## config.mk

```make
export PLATFORM = sky130hd
export DESIGN_NAME = barrel_rshift_pipe
export DESIGN_NICKNAME = d
export VERILOG_FILES = /design/src/rtl/barrel_pkg.sv /design/src/rtl/barrel_rshift_stage.sv /design/src/rtl/barrel_rshift_pipe.sv
export SDC_FILE = /design/constraint.sdc
export NUM_CORES = 1
export LEC_CHECK = 0
export ABC_AREA = 0
export CORE_MARGIN = 10
export CORE_UTILIZATION = 53
export CTS_CLUSTER_DIAMETER = 80
export DETAILED_ROUTE_END_ITERATION = 6
export MAX_ROUTING_LAYER = met4
export PLACE_DENSITY = 0.84
export SYNTH_ARGS = -nofsm -noshare
export SYNTH_HDL_FRONTEND = slang
export SYNTH_SLANG_ARGS = --single-unit
export TNS_END_PERCENT = 100
```

## constraint.sdc

```tcl
create_clock -name clk -period 1.28 [get_ports clk]
set_input_delay 0.192 -clock clk [delete_from_list [all_inputs] [get_ports clk]]
set_output_delay 0.192 -clock clk [all_outputs]
set_load 0.005 [all_outputs]
```

## src/rtl/barrel_pkg.sv

```systemverilog
// Shared definitions for the barrel shifter family (left and right shifters).
package barrel_pkg;

    localparam int BARREL_WIDTH = 32;
    localparam int BARREL_SHW   = 5;

    typedef enum logic [1:0] {
        SH_LOGICAL = 2'd0,
        SH_ARITH   = 2'd1,
        SH_ROTATE  = 2'd2
    } shmode_t;

    // Rotate wins over arith when both are requested.
    function automatic shmode_t decode_mode(input logic rot, input logic arith);
        if (rot)
            return SH_ROTATE;
        if (arith)
            return SH_ARITH;
        return SH_LOGICAL;
    endfunction

endpackage

```

## src/rtl/barrel_rshift_stage.sv

```systemverilog
// One pipeline stage of the right barrel shifter: conditional shift by 2^K
// with fill selection, plus its valid register and ready term.
module barrel_rshift_stage
    import barrel_pkg::*;
#(
    parameter int WIDTH = BARREL_WIDTH,
    parameter int SHW   = BARREL_SHW,
    parameter int K     = 0
) (
    input  logic             clk,
    input  logic             rst,
    input  logic             prev_v,
    input  logic [WIDTH-1:0] prev_data,
    input  logic [SHW-1:0]   prev_shift,
    input  shmode_t          prev_mode,
    input  logic             prev_sign,
    input  logic             next_rdy,
    output logic             rdy,
    output logic             v,
    output logic [WIDTH-1:0] data,
    output logic [SHW-1:0]   shift,
    output shmode_t          mode,
    output logic             sign
);

    localparam int S = 1 << K;

    logic             fill_bit;
    logic [WIDTH-1:0] shifted;

    // Shift the incoming word by 2^K when this stage's amount bit is set.
    always_comb begin
        fill_bit = (prev_mode == SH_ARITH) && prev_sign;
        shifted  = prev_data;
        if (prev_shift[K]) begin
            if (prev_mode == SH_ROTATE)
                shifted = {prev_data[S-1:0], prev_data[WIDTH-1:S]};
            else
                shifted = {{S{fill_bit}}, prev_data[WIDTH-1:S]};
        end
    end

    // An empty stage can always take a word, so bubbles collapse.
    assign rdy = !v || next_rdy;

    // Load from the predecessor whenever this stage can move.
    always_ff @(posedge clk) begin
        if (rst) begin
            v     <= 1'b0;
            data  <= '0;
            shift <= '0;
            mode  <= SH_LOGICAL;
            sign  <= 1'b0;
        end else if (rdy) begin
            v     <= prev_v;
            data  <= shifted;
            shift <= prev_shift;
            mode  <= prev_mode;
            sign  <= prev_sign;
        end
    end

endmodule

```

## src/rtl/barrel_rshift_pipe.sv

```systemverilog
// Pipelined right barrel shifter (logical / arithmetic / rotate), one stage
// per shift-amount bit, valid/ready on both ends.
module barrel_rshift_pipe
    import barrel_pkg::*;
#(
    parameter int WIDTH = BARREL_WIDTH,
    parameter int SHW   = $clog2(WIDTH)
) (
    input  logic             clk,
    input  logic             rst,
    input  logic             in_valid,
    output logic             in_ready,
    input  logic [WIDTH-1:0] a,
    input  logic [SHW-1:0]   shift,
    input  logic             rot,
    input  logic             arith,
    output logic             out_valid,
    input  logic             out_ready,
    output logic [WIDTH-1:0] out
);

    // Index 0 is the input port side; index k+1 is the register of stage k.
    logic    [SHW:0]            vld_pipe;
    logic    [SHW:0][WIDTH-1:0] data_pipe;
    logic    [SHW:0][SHW-1:0]   shift_pipe;
    shmode_t [SHW:0]            mode_pipe;
    logic    [SHW:0]            sign_pipe;

    assign vld_pipe[0]   = in_valid;
    assign data_pipe[0]  = a;
    assign shift_pipe[0] = shift;
    assign mode_pipe[0]  = decode_mode(rot, arith);
    assign sign_pipe[0]  = a[WIDTH-1];

    for (genvar k = 0; k < SHW; k++) begin : g_stage
        // Ready is kept per stage so the backward chain stays a plain wire path.
        logic rdy;
        logic nxt_rdy;

        if (k == SHW - 1) begin : g_last
            assign nxt_rdy = out_ready;
        end else begin : g_mid
            assign nxt_rdy = g_stage[k+1].rdy;
        end

        barrel_rshift_stage #(
            .WIDTH (WIDTH),
            .SHW   (SHW),
            .K     (k)
        ) u_stage (
            .clk        (clk),
            .rst        (rst),
            .prev_v     (vld_pipe[k]),
            .prev_data  (data_pipe[k]),
            .prev_shift (shift_pipe[k]),
            .prev_mode  (mode_pipe[k]),
            .prev_sign  (sign_pipe[k]),
            .next_rdy   (nxt_rdy),
            .rdy        (rdy),
            .v          (vld_pipe[k+1]),
            .data       (data_pipe[k+1]),
            .shift      (shift_pipe[k+1]),
            .mode       (mode_pipe[k+1]),
            .sign       (sign_pipe[k+1])
        );
    end

    assign in_ready  = g_stage[0].rdy && !rst;
    assign out_valid = vld_pipe[SHW];
    assign out       = data_pipe[SHW];

    // Side-band fields of the last stage have no consumer.
    logic unused_tail;
    assign unused_tail = ^{shift_pipe[SHW], mode_pipe[SHW], sign_pipe[SHW]};

endmodule
```

==> impl_results.md <==
* Outcome: finished, violations left
* Failing checks: negative setup slack
* Number of CTS-inserted buffers at 17
* Max Cap Violations at 0
* R2R Setup Slk at -0.37 ns
* RSZ-0062 raised after global routing: yes
* Clock skew at between 0.01 and 0.015 ns
* Final wirelength at 36.0 mm
* CP arrival at 1.95 ns
* Max Fclk at between 600 and 700 MHz
* TritonCTS clock tree: done
* Top post-synthesis cells by area: dfxtp_1 41%, mux2i_1 11%, a211oi_1 8.0%
* Post-synth top area share at between 40% and 50%
* Via Count at about 8800
* Final hold viol count at 0
* Slew at the pin closest to its max-slew limit at ~0.69 ns
* Syn_nets at 1010
* Async set-reset flop share out of synthesis at 0%
* DP HPWL at between 10 and 15 mm
* Layout cells sized above 1 at ~44%
* Design Power at about 13 mW
* CTS HTree Levels at 4
* Cell Count, Final, Fillers Out at ~1300
* Final setup violation count at ~180
* Inst Count DP at 1179
* PD cells at around 990 nW/um^2
* Critical Path End: g_stage[3].u_stage.data[24]
* Seq/Total Area, Yosys at around 41%
* Yosys reg bits at between 150 and 200
* Crit. End Element: flip-flop
* Post-Syn Area per Cell at about 9.4 sq um
* Required @ worst endpoint at 1.58 ns
* Yosys Warn Count at 0
* Synth unique cells at 36
* Initial core utilization at between 50% and 60%
* WL per Instance at around 29 um
* Total Routing Usage GR at around a quarter
* Finished Cell Area at 13400 sq um
* Reg2Reg Depth at 3
* R2r endpoint: g_stage[3].u_stage.data[24]
* # IOs at 77
* Hold Crit Class: input port to flip-flop
* Leading area contributor after synthesis: dfxtp_1
* Routability congestion estimate at approximately 0.89
* First-pass GRT wire length at approximately 46 mm
* Total core area at approximately 17000 sq um
* CTS max path bufs at 2
* Area Growth Syn to Fin at 47.6%
* EDFF count, synth at 0
* Global route overflow at 0
* Initial antenna violation count at 1
* Buffers on Ports at 76
* Clk_lat worst skew at between 0.4 and 0.5 ns
* Fin crit share at 129%
* Nets at 1067
* Setup ws final at -0.372 ns
* Most used flip-flop cell after synthesis: dfxtp_1
* Worst R2R Start: g_stage[2].u_stage.shift[3]
* Commonest cells post-synth: 187 x dfxtp_1, 99 x mux2i_1, 97 x a211oi_1
* DR iter-0 viols at between 1000 and 1500
* Vias in the first global route at 8271
* Mapped Area at between 9000 and 10000 sq um
* Final Max Slew Viols at 0
* DRC at 0
* CP startpoint: g_stage[2].u_stage.shift[3]
* Routed Antenna Nets at 0
* Cells after Synth at about 970
* Vias per cell at 7.02
* Die H at 151 um
* Die width at between 150 and 200 um
* Die area at 22700 sq um
* Setup TNS at -25.17 ns
* Largest fanout on the critical path at 8
* Clk slew on worst S/H paths at 0.07 ns
* Root Buffer: clkbuf_16
* CTS Hold Buffers Added at 0
* Core Util, Final at about 80%
* Post-DP Area at about 9900 sq um
* Pre-antenna DRT Iters at 6
* Pleak at approximately 4.9 nW
* Setup CP Type: flip-flop to flip-flop
* Most frequent cell after synthesis: dfxtp_1
* Slew headroom at between 50% and 60%
* CP Launch Type: flip-flop
* Worst VDD drop at roughly 0.0010 V
* Sink Count at approximately 190
* Largest net degree at the start of global routing at 52
* Minimum clock period at 1.65 ns
* Row cnt at 47
==> layer usage <==
metal / routed length, um / up-vias / track usage (%)
li1: - / 3680 / -
met1: 12700 / 4250 / 29.9
met2: 17400 / 657 / 43.8
met3: 3090 / 243 / 5.01
met4: 2820 / 0 / 14.1
met5: 0 / - / -
==> logic make-up after synthesis <==
logic type	after synthesis	synth area share, %
muxes	99	10.9
AOI/OAI and AO/OA	245	21.7
and+or+nand+nor	291	16.7
DFF	187	41.4
buffers and inverters	145	9.33
==> sequential cells by signal (all words and copies together) (netlist names) <==
signal / flops
g_stage.u_stage.mode: 8
g_stage.u_stage.shift: 10
g_stage.u_stage.v: 5
g_stage.u_stage.data: 160
g_stage.u_stage.sign: 4
==> through the flow <==
| stage | worst slack (ns) | hold slack, ns |
|---|---|---|
| 2_1_floorplan | 0.0286 | 0.309 |
| 3_3_place_gp | -0.640 | 0.442 |
| 3_5_place_dp | -0.645 | 0.447 |
| 4_1_cts | -0.244 | 0.177 |
| 5_1_grt | -0.477 | 0.213 |
| 6_report | -0.372 | 0.223 |
==> how the worst min path moves through the flow <==
stage                                  startpoint                           to  slack [ns]  depth (start not counted)
after floorplan                          in_valid         g_stage[0].u_stage.v        0.31                          2
after global placement    g_stage[3].u_stage.sign      g_stage[3].u_stage.sign        0.44                          2
after detailed placement  g_stage[3].u_stage.sign      g_stage[3].u_stage.sign        0.45                          2
after CTS                                     rst  g_stage[2].u_stage.data[26]        0.18                          3
after global routing                          rst  g_stage[2].u_stage.shift[3]        0.21                          3
final                                         rst      g_stage[3].u_stage.sign        0.22                          3
==> critical path: stages (launching register included) <==
cell	delay [ns]
dfxtp_1	0.48
inv_1	0.24
a211oi_2	0.60
o41ai_4	0.19
==> placed cells by master, fill, tap and decap left out, types with 19 or more instances in the layout <==
| master | count |
|---|---|
| a211oi_1 | 35 |
| a211oi_2 | 88 |
| a221oi_2 | 24 |
| buf_12 | 26 |
| buf_4 | 24 |
| buf_6 | 19 |
| clkbuf_16 | 26 |
| clkdlybuf4s50_1 | 40 |
| dfxtp_1 | 183 |
| dlygate4sd2_1 | 32 |
| mux2i_1 | 95 |
| nor2_1 | 43 |
| nor2_4 | 29 |
| nor3_1 | 26 |
| nor3_2 | 20 |
| nor3_4 | 46 |
==> report_power, final <==
group | total (mW) | switching (mW) | leakage (nW) | internal [mW]
registers | 6.43 | 0.365 | 1.53 | 6.07
clock network | 5.33 | 2.36 | 0.281 | 2.98
logic | 1.47 | 0.787 | 3.06 | 0.684
total | 13.2 | 3.51 | 4.87 | 9.73
==> final cells by class <==
cell class / instances / area (sq um)
multi-input combinational: 635 / 6290
sequential: 187 / 3750
fill: 844 / 3280
timing repair buffer: 177 / 2430
clock buffer: 25 / 515
tap: 220 / 275
clock inverter: 6 / 60.1
inverter: 6 / 30.0
antenna: 1 / 2.50
==> timing repair <==
item	in CTS	in global routing
pin swaps	30	86
endpoints found under the setup margin	164	188
gates cloned	21	9
resized for setup	266	223
setup buffers	11	10
Power figures use the tool's default switching activity.
